File: src/rtl/or_lab_pkg.sv
// ----------------------------------------------------------------------------
// or_lab_pkg
// Constants shared by the OR-gate lab input conditioner and its debouncers:
// the number of gate inputs, the default debounce and sweep timing, and the
// encoding of the mode select input.
// ----------------------------------------------------------------------------
package or_lab_pkg;

    // Number of gate inputs driven by the conditioner (a, b, c, d).
    localparam int NUM_INPUTS = 4;

    // Default timing.
    localparam int DEF_DEBOUNCE_CYCLES = 4;
    localparam int DEF_SWEEP_PERIOD    = 10;

    // Encoding of the mode select input.
    localparam logic MODE_SWITCH = 1'b0;  // debounced switch pass-through
    localparam logic MODE_SWEEP  = 1'b1;  // automatic 0..15 pattern sweep

    // One bit per gate input, bit0 = a ... bit3 = d.
    typedef logic [NUM_INPUTS-1:0] gate_vec_t;

endpackage : or_lab_pkg

File: src/rtl/bit_debouncer.sv
// ----------------------------------------------------------------------------
// bit_debouncer
// Single-bit conditioner for one raw switch/button level: a two-flop
// synchronizer followed by a counting debouncer. The stable level only follows
// the synchronized level after it has differed for DEBOUNCE_CYCLES
// consecutive clock cycles; shorter pulses are discarded.
//
// Ports
//   clk       in   clock, all state updates on the rising edge
//   rst       in   synchronous active-high reset (clears everything to 0)
//   i_raw     in   asynchronous raw level
//   o_stable  out  debounced level (registered)
// ----------------------------------------------------------------------------
module bit_debouncer
    import or_lab_pkg::*;
#(
    parameter int DEBOUNCE_CYCLES = DEF_DEBOUNCE_CYCLES  // legal 2..255
) (
    input  logic clk,
    input  logic rst,
    input  logic i_raw,
    output logic o_stable
);

    localparam int                CNT_W    = $clog2(DEBOUNCE_CYCLES + 1);
    localparam logic [CNT_W-1:0] CNT_LAST = CNT_W'(DEBOUNCE_CYCLES - 1);

    logic             r_sync1;
    logic             r_sync2;
    logic             r_stable;
    logic [CNT_W-1:0] r_cnt;

    always_ff @(posedge clk) begin
        if (rst) begin
            r_sync1  <= 1'b0;
            r_sync2  <= 1'b0;
            r_stable <= 1'b0;
            r_cnt    <= '0;
        end else begin
            r_sync1 <= i_raw;
            r_sync2 <= r_sync1;
            if (r_sync2 == r_stable) begin
                // Any cycle agreeing with the stable level restarts the count,
                // so only an unbroken run of differing cycles is accepted.
                r_cnt <= '0;
            end else if (r_cnt == CNT_LAST) begin
                // This is the DEBOUNCE_CYCLES-th consecutive differing cycle.
                r_stable <= r_sync2;
                r_cnt    <= '0;
            end else begin
                r_cnt <= r_cnt + 1'b1;
            end
        end
    end

    assign o_stable = r_stable;

endmodule : bit_debouncer

File: src/rtl/or_input_conditioner.sv
// ----------------------------------------------------------------------------
// or_input_conditioner
// Drives the four inputs of a downstream OR-gate stage either from debounced
// switches (mode 0) or from an automatic 4-bit sweep 0,1,...,15,0,... that
// advances every SWEEP_PERIOD cycles (mode 1). A one-cycle 'changed' pulse
// flags every cycle in which the output vector differs from the cycle before.
//
// Ports
//   clk      in   clock, all state updates on the rising edge
//   rst      in   synchronous active-high reset
//   sw_raw   in   [3:0] asynchronous raw switch levels, bit0->a ... bit3->d
//   mode     in   clk-synchronous select, 0 = switches, 1 = sweep
//   a,b,c,d  out  registered gate-input drive
//   changed  out  high while {d,c,b,a} differs from its previous-cycle value
// ----------------------------------------------------------------------------
module or_input_conditioner
    import or_lab_pkg::*;
#(
    parameter int DEBOUNCE_CYCLES = DEF_DEBOUNCE_CYCLES,  // legal 2..255
    parameter int SWEEP_PERIOD    = DEF_SWEEP_PERIOD      // legal 2..65535
) (
    input  logic                  clk,
    input  logic                  rst,
    input  logic [NUM_INPUTS-1:0] sw_raw,
    input  logic                  mode,
    output logic                  a,
    output logic                  b,
    output logic                  c,
    output logic                  d,
    output logic                  changed
);

    localparam int                 TICK_W    = $clog2(SWEEP_PERIOD);
    localparam logic [TICK_W-1:0] TICK_LAST = TICK_W'(SWEEP_PERIOD - 1);

    gate_vec_t         w_stable;
    logic              w_sweep_entry;
    logic              r_mode_q;
    logic [TICK_W-1:0] r_tick;
    gate_vec_t         r_pattern;
    gate_vec_t         r_out;
    gate_vec_t         r_out_q;

    // One independent synchronizer + debouncer per switch. They run in both
    // modes so that leaving sweep mode shows up-to-date switch levels at once.
    for (genvar gi = 0; gi < NUM_INPUTS; gi++) begin : g_deb
        bit_debouncer #(
            .DEBOUNCE_CYCLES (DEBOUNCE_CYCLES)
        ) u_bit_debouncer (
            .clk      (clk),
            .rst      (rst),
            .i_raw    (sw_raw[gi]),
            .o_stable (w_stable[gi])
        );
    end

    // First cycle of sweep mode: mode has just gone from switch to sweep.
    assign w_sweep_entry = (mode == MODE_SWEEP) && (r_mode_q == MODE_SWITCH);

    // Sweep tick counter and pattern. Entering sweep restarts both from 0 and
    // takes priority over a wrap on the same edge; outside sweep they hold.
    always_ff @(posedge clk) begin
        if (rst) begin
            r_tick    <= '0;
            r_pattern <= '0;
        end else if (w_sweep_entry) begin
            r_tick    <= '0;
            r_pattern <= '0;
        end else if (mode == MODE_SWEEP) begin
            if (r_tick == TICK_LAST) begin
                r_tick    <= '0;
                r_pattern <= r_pattern + 1'b1;  // 15 wraps to 0
            end else begin
                r_tick <= r_tick + 1'b1;
            end
        end
    end

    // Output register and its one-cycle-delayed copy used for 'changed'.
    // On sweep entry the output shows the freshly restarted pattern (0)
    // immediately rather than whatever the pattern held before.
    always_ff @(posedge clk) begin
        if (rst) begin
            r_mode_q <= MODE_SWITCH;
            r_out    <= '0;
            r_out_q  <= '0;
        end else begin
            r_mode_q <= mode;
            r_out_q  <= r_out;
            if (w_sweep_entry) begin
                r_out <= '0;
            end else if (mode == MODE_SWEEP) begin
                r_out <= r_pattern;
            end else begin
                r_out <= w_stable;
            end
        end
    end

    assign a       = r_out[0];
    assign b       = r_out[1];
    assign c       = r_out[2];
    assign d       = r_out[3];
    // Both operands are registers cleared by reset, so this is 0 right after
    // reset and only rises when the output vector actually moves.
    assign changed = (r_out != r_out_q);

endmodule : or_input_conditioner

File: config.mk
export PLATFORM = sky130hd
export DESIGN_NAME = or_input_conditioner
export DESIGN_NICKNAME = d
export VERILOG_FILES = /design/src/rtl/or_lab_pkg.sv /design/src/rtl/bit_debouncer.sv /design/src/rtl/or_input_conditioner.sv
export SDC_FILE = /design/constraint.sdc
export NUM_CORES = 1
export LEC_CHECK = 0
export ABC_AREA = 1
export CORE_ASPECT_RATIO = 0.7
export CORE_MARGIN = 2
export CORE_UTILIZATION = 56
export CTS_CLUSTER_SIZE = 12
export DETAILED_ROUTE_END_ITERATION = 16
export GPL_ROUTABILITY_DRIVEN = 0
export PLACE_DENSITY = 0.79
export SYNTH_ARGS = -nofsm -noshare
export SYNTH_HDL_FRONTEND = slang
export SYNTH_SLANG_ARGS = --single-unit
export TNS_END_PERCENT = 50
File: constraint.sdc
create_clock -name clk -period 1.2 [get_ports clk]
set_input_delay 0.24 -clock clk [delete_from_list [all_inputs] [get_ports clk]]
set_output_delay 0.24 -clock clk [all_outputs]
set_load 0.02 [all_outputs]
# Word-level counts from Yosys, hierarchy flattened

Index checks and enable logic that the tools add are counted.
W data, S select, Z words.

Register bits: 41

Add/subtract/negate cells: 6
Eq/ne operators: 10
Mux-type cells: 2
Bitwise operators: 5
Reductions and logical operators: 11

Operators with widths:

| operator              | number |
|---|---|
| $add A3 B1 Y3 const B | 4 |
| $eq A3 B2 Y1 const B  | 4 |
| $reduce_or A3 Y1      | 4 |
| $reduce_and A2 Y1     | 5 |
| $add A4 B1 Y4 const B | 2 |
| $mux W4               | 2 |
| $not A1 Y1            | 5 |
| $eq A1 B1 Y1          | 4 |
| $eq A4 B4 Y1 const B  | 1 |
| $ne A4 B4 Y1          | 1 |
| $reduce_or A2 Y1      | 1 |
| $logic_and A1 B1 Y1   | 1 |

# Longest topological paths before layout

Depth in word-level cells: 3
Mapped depth: 6

# By module

Synthesis repeated with hierarchy kept, for this count alone.

Cells, all modules: 205
Area, all modules: 1659.1 sq um

By module, submodules not included:

| module               | times used | cells an instance | area an instance (sq um) | seq. area each (sq um) |
|---|---|---|---|---|
| bit_debouncer        | 4          | 27                | 226.5                    | 120.1 |
| or_input_conditioner | 1          | 97                | 753.2                    | 340.3 |

# Worst setup path before layout

OpenSTA, ideal clock, no wires.

Path type: flip-flop to output port
Start: register r_out[0]
End: output changed
Arrival time: 0.840 ns
Data required time: 0.960 ns
Slack: 0.120 ns
Stages on the path, launching flop included: 3
Cells stage by stage: dfxtp_1 xnor2_1 nand4_1

Longest elaborated chain between the ends: 1

Ends and longest elaborated chain:

| item                     | line                        | RTL |
|---|---|---|
| start: declaration       | or_input_conditioner.sv:41  | `gate_vec_t r_out;` |
| start signal: assignment | or_input_conditioner.sv:93  | `r_out <= r_pattern;` |
| start signal: assignment | or_input_conditioner.sv:95  | `r_out <= w_stable;` |
| $ne A4 B4 Y1             | or_input_conditioner.sv:106 | `assign changed = (r_out != r_out_q);` |
| end: declaration         | or_input_conditioner.sv:30  | `output logic changed` |

No other way between the ends.

# Worst setup path after layout

Start: register r_out[3]
End: output changed

Same word-level chain as after synthesis.

==> key figures <==
Setup path
  – Critical path peak fanout: 2
  – Element type at the critical path end: output pin
  – Number of cell instances on the worst register-to-register path: 5
  – Critical Setup Path Class: flop to output pin
  – Data arrival time at the worst-slack endpoint: 1.03 ns
  – Required @ worst endpoint: 0.96 ns
  – Kind of launch point of the worst setup path: flop

STA
  – Normalized max-slew margin: 0.792
  – Setup-violating endpoint count in the final report: 1
  – Min Clock Period, post-route: 1.27 ns
  – Achievable Freq: 787 MHz
  – Worst setup skew after layout: 0.00604 ns
  – Fraction of the cycle the final worst path needs: 1.06
  – Number of hold violations in the final report: 0
  – Fin. max-slew vios: 0
  – Setup repair after global routing missed its margin: yes
  – Slew at the pin with the worst max-slew slack: 0.311 ns
  – Final WS setup: -0.0704 ns

Yosys
  – Largest area contributor in the synthesized netlist: dfxtp_1
  – Main area contributors after synthesis: dfxtp_1 51%, nor2_1 8.9%, inv_1 7.2%
  – Post-synthesis instance total: 189
  – Mapped Nets: 205
  – Number of distinct library cells after synthesis: 23
  – Sequential-to-total area share from yosys stat: 0.511
  – Mean instance size in the synthesized netlist: 8.50 um^2
  – Post-synthesis cell area: 0.00161 mm^2
  – Top cell type's share of synthesized area: 0.511
  – Number of warnings reported in the yosys synthesis log: 0
  – Number of synthesized register bits: 41

Finish
  – Signed area change from the synthesized netlist to the final layout: 21.3%
  – Proportion of layout cells with a drive suffix above 1: 0.236
  – Final #Nets: 235
  – Commonest cells after routing, fill and taps aside: 38 x nor2_1, 38 x dfxtp_1, 29 x inv_1, 18 x nand2_1, 17 x buf_4
  – Number of cells in the finished layout apart from fillers: 256
  – Final antenna diode count: 0

Pwr
  – Pleak: 0.000821 uW
  – Power Density: 1210 mW/mm^2
  – Peak supply drop: 0.000770 V

Floorplanning
  – Number of rows in the core area: 16
  – Initial standard-cell utilization of the core: 0.582
  – Die footprint: 0.00332 mm^2
  – Standard cell core area: 0.00276 mm^2
  – Width of the chip: 68.0 um
  – Vertical die dimension: 48.8 um
  – Number of I/O pins: 12

Global routing
  – Maximum number of pins on one net before global-route repair: 13
  – Aggregate global routing overflow: 0
  – All-layer global routing usage: 0.208
  – First-pass GRT wire length: 5030 um
  – Via count of the first global-routing pass: 1196
  – Number of antenna violations at the first check in global routing: 0

Min path
  – Type of the most critical hold path: flop to flop
  – Number of instances on the worst hold path: 2

CTS
  – Clock H-tree levels: 2
  – Clock-pin slew on the worst setup and hold paths: 0.07 ns
  – CTS Buffer Depth: 2
  – CTS root buf: clkbuf_8
  – CTS tree: yes
  – Later-pin clock latency in the skew report: 0.29 ns
  – Clock sink count: 41
  – Number of buffers inserted to repair setup after CTS: 0
  – Number of buffers inserted during clock tree synthesis: 5

Run status
  – Run status: finished, violations left
  – Failing checks: negative setup slack

Route
  – Total DRC errors in the routed layout: 0
  – Violation count after the first detailed-route iteration: 43
  – Avg Vias per Cell: 4.82
  – Number of detailed-route iterations in the first pass: 4
  – Count of antenna-violating nets left after detailed routing: 0
  – Average routed wire per standard cell: 10.8 um
  – Via count: 1233
  – Overall routed net length: 2770 um

Flow run
  – Maximum Capacitance Violations: 0

Placement
  – Setup WS pre-CTS: -0.204 ns
  – Port-buffer cells: 11
  – Half-perimeter wire length of the detailed placement result: 2150 um
  – Placed Instances: 248
[area by class of cell]
class / count / area (um^2)
sequential: 41 / 827
multi-input combinational: 109 / 648
clock buffer: 6 / 72.6
tap: 36 / 45.0
fill: 212 / 813
timing repair buffer: 27 / 214
inverter: 35 / 133
clock inverter: 2 / 10.0
[synthesized netlist by cell type (all sizes together)]
| master | n |
|---|---|
| nor3 | 1 |
| xnor2 | 4 |
| buf | 4 |
| dfxtp | 41 |
| nor2 | 40 |
| o21ai | 6 |
| ha | 9 |
| a21oi | 13 |
| nand3 | 8 |
| inv | 34 |
| o211ai | 4 |
| clkinv | 1 |
| a31oi | 1 |
| nand2 | 21 |
| nand4 | 2 |
[cell families (layout without fill, tap and decap cells)]
group | count (synthesis) | after routing | synth area share
simple gates | 72 | 72 | 0.202
xor+xnor | 4 | 4 | 0.0218
flops | 41 | 41 | 0.511
fa+ha+maj | 9 | 9 | 0.0701
buf+inv | 39 | 70 | 0.104
compound gates | 24 | 24 | 0.0911
[final timing paths]
path | from | endpoint | slack (ns)
setup / recovery | r_out[3] | changed | -0.07
hold / removal | g_deb[2].u_bit_debouncer.r_sync1 | g_deb[2].u_bit_debouncer.r_sync2 | 0.41
setup reg to reg | g_deb[3].u_bit_debouncer.r_cnt[0] | g_deb[3].u_bit_debouncer.r_cnt[1] | 0.09
hold reg to reg | g_deb[2].u_bit_debouncer.r_sync1 | g_deb[2].u_bit_debouncer.r_sync2 | 0.41
[power by group]
part	total, uW	switching (uW)	internal (uW)
registers	1390	13.4	1380
clock network	835	433	402
logic	125	62.7	62.8
[timing repair]
item                                    in CTS  in global routing
gates resized for setup                     21                 13
hold buffers                                 0                  0
endpoints found under the hold margin        0                  0
endpoints found under the setup margin       5                  7
pin swaps                                    1                  4
[through the flow]
step                      cell area [um^2]  hold WS (ns)  total power (uW)  setup TNS (ns)  utilization
after floorplan                       1610         0.347              1490               0            -
final                                 1950         0.409              2350         -0.0704        0.706
after global placement                1850         0.392              1540           -3.51        0.668
after CTS                             1920         0.414              2380         -0.0867        0.695
after detailed placement              1850         0.400              1550           -4.91        0.668
after global routing                  1950         0.434              2460          -0.149        0.706
[critical path: stages, from the launching register on]
cell	delay, ns
dfxtp_2	0.34
xnor2_2	0.14
nand4_1	0.12
buf_6	0.15
[state kept, by name, indices dropped and copies added, names as in the netlist]
signal                          count
r_mode_q                            1
r_out                               4
r_tick                              4
g_deb.u_bit_debouncer.r_sync2       4
g_deb.u_bit_debouncer.r_cnt        12
r_pattern                           4
r_out_q                             4
g_deb.u_bit_debouncer.o_stable      4
g_deb.u_bit_debouncer.r_sync1       4
[routing by layer]
layer	GRT usage	vias up	share of wire
met3	0.0624	8	0.033
met5	0	-	0
met2	0.325	22	0.47
li1	-	646	-
met1	0.252	557	0.47
met4	0.120	0	0.027
Power figures use the tool's default switching activity.
==> RTL edit, RTL diff (config.mk and constraints unchanged) <==
Change the package constant `DEF_DEBOUNCE_CYCLES` from 4 to 8.
--- a/src/rtl/or_lab_pkg.sv
+++ b/src/rtl/or_lab_pkg.sv
@@ -12,3 +12,3 @@
     // Default timing.
-    localparam int DEF_DEBOUNCE_CYCLES = 4;
+    localparam int DEF_DEBOUNCE_CYCLES = 8;
     localparam int DEF_SWEEP_PERIOD    = 10;
Formal check against the unedited RTL: not equivalent (Yosys sat finds a counterexample within 10 cycles, from zero or initial values and one cycle with rst high).
==> RTL edit against the original RTL <==
- sequential share of layout area up 1.5 points
- area after synthesis up 7.9%
- count of clock-buffer cells in the layout up 1
- largest cell class unchanged
- routed wire length up 4.5%
- highest routed layer unchanged
- combinational power down 9.6%
- global-route usage down 2.5 points
- worst setup slack worse by 0.0069 ns
- first-iteration DRC count down 12%
- core utilization up 1.7 points
- power up 8.8%
- critical path depth unchanged
- the run still ends with setup timing left
- sequential cell count up 4
- cell count up 5.5%
- design area up 6.2%
==> RTL edit: results (changes against the original RTL) <==
[metrics] max FFs per register: 16 (+4)
[metrics] area share of xor/xnor cells in the synthesized design: 0.0606 (+0.0388)
[metrics] global-route total usage across every layer: 0.184 (-0.0248)
[metrics] layout filler cell count: 235 (+11%)
[metrics] post-synthesis area per instance: 8.29 um^2 (-2.5%)
[metrics] IR Drop Worst-Case VDD: 0.891 mV (+16%)
[metrics] number of buffers created by CTS: 5 (unchanged)
[metrics] number of placed instances with taps included: 263 (+6.0%)
[metrics] worst-case headroom to the max-slew limit: 0.827 (+0.0355)
[metrics] setup bufs post-CTS: 0 (unchanged)
[metrics] outcome: complete, but fails checks
[metrics] initial antenna violation count: 0 (unchanged)
[metrics] number of DRC markers in iteration 0: 38 (-12%)
[metrics] net count of the finished layout: 246 (+4.7%)
[metrics] proportion of synthesized area in mux cells: 0 (unchanged)
[metrics] Worst Skew: 0.00160 ns (-0.00444 ns)
[metrics] antenna diode count: 0 (unchanged)
[metrics] sequential element share of the synthesized area: 0.520 (+0.00895)
[metrics] fraction of final layout cells with drive strength greater than 1: 0.205 (-0.0312)
[metrics] Compound-Gate Fraction of Synth Area: 0.0606 (-0.0305)
[metrics] Worst Reg2Reg Path Length in Cells: 6 (+1)
[metrics] final instance count without filler cells: 270 (+5.5%)
[metrics] Final HPWL DP: 2.04 mm (-5.5%)
[metrics] via count: 1320 (+7.1%)
[metrics] Total Wirelength: 2.89 mm (+4.5%)
[metrics] adder and majority cell fraction of the synthesized area: 0.0361 (-0.0340)
[metrics] Worst Setup Slack, final: -0.0772 ns (-0.00685 ns)
[metrics] vias in the first global route: 1188 (-0.67%)
[metrics] synth cell count leaders: 45 x sky130_fd_sc_hd__dfxtp_1, 41 x sky130_fd_sc_hd__nor2_1, 29 x sky130_fd_sc_hd__nand2_1
[metrics] largest cells by area after synthesis: sky130_fd_sc_hd__dfxtp_1 52%, sky130_fd_sc_hd__nor2_1 8.9%, sky130_fd_sc_hd__nand2_1 6.3%
[metrics] total nets after synthesis: 221 (+7.8%)
[metrics] setup-violating endpoint count in the final report: 1 (unchanged)
[metrics] proportion of synthesized flip-flops having asynchronous set or reset: 0 (unchanged)
[metrics] leakage power: 0.876 nW (+6.8%)
[metrics] maximum number of pins on one net before global-route repair: 14 (+1)
[metrics] violations in the final reports: setup timing
==> RTL edit: changes by cell type after synthesis, moves of 4 or more <==
cell	change
sky130_fd_sc_hd__nand3_1	+4
sky130_fd_sc_hd__dfxtp_1	+4
sky130_fd_sc_hd__xor2_1	+8
sky130_fd_sc_hd__ha_1	-4
sky130_fd_sc_hd__nand2_1	+11
sky130_fd_sc_hd__o211ai_1	-4
sky130_fd_sc_hd__nor3_1	+5
==> RTL edit: area by class of cell <==
cell class	instances	area share
well taps	36	0.0218
repair buffers	20	0.0750
multi-input cells	129	0.359
flip-flops and latches	45	0.440
inverters	33	0.0635
clock buffers	7	0.0417
==> RTL edit: worst max-delay path: stages, from the launching register on <==
cell and delay (ns):
sky130_fd_sc_hd__dfxtp_2 0.34, sky130_fd_sc_hd__xnor2_2 0.14, sky130_fd_sc_hd__nand4_1 0.10, sky130_fd_sc_hd__buf_4 0.16
==> RTL edit: worst paths after layout <==
check,start,slack (ns),to
worst max-delay path,r_out[1],-0.08,changed
worst min register to register,g_deb[3].u_bit_debouncer.r_sync1,0.41,g_deb[3].u_bit_debouncer.r_sync2
worst max register to register,g_deb[0].u_bit_debouncer.r_cnt[0],0.08,g_deb[0].u_bit_debouncer.r_cnt[2]
worst min-delay path,g_deb[3].u_bit_debouncer.r_sync1,0.41,g_deb[3].u_bit_debouncer.r_sync2
==> RTL edit: power breakdown <==
part	leakage (nW)	total [W]	switching (W)	internal [W]
clock network	0.0443	0.000920	0.000463	0.000457
registers	0.369	0.00153	0.0000143	0.00151
logic	0.463	0.000113	0.0000625	0.0000507
==> RTL edit: cells by family (layout without fill, tap and decap cells) <==
logic type,Yosys count,in the layout
adders and majority gates,5,5
xor gates and xnor gates,12,12
AOI/OAI and AO/OA,18,18
and+or+nand+nor,94,94
DFF,45,45
buffers and inverters,35,60
==> RTL edit: metal layers <==
layer	vias up	track usage	wire (um)
li1	692	-	-
met1	605	0.241	1440
met2	18	0.280	1290
met3	5	0.0542	114
met4	0	0.0865	46
met5	-	0	0
==> RTL edit: repair_timing <==
item	4_1_cts	5_1_grt
pin swaps	0	3
endpoints found under the setup margin	5	7
gates resized for setup	20	18
cloned	0	0
==> RTL edit: per-stage QoR <==
stage	area (um^2)	util	setup TNS (ns)	worst slack, ns
after floorplan	1730	-	0	0.120
after global placement	1940	0.677	-2.66	-0.213
after detailed placement	1940	0.677	-3.12	-0.223
after CTS	2000	0.699	-0.0794	-0.0794
after global routing	2070	0.723	-0.141	-0.115
final	2070	0.723	-0.0772	-0.0772
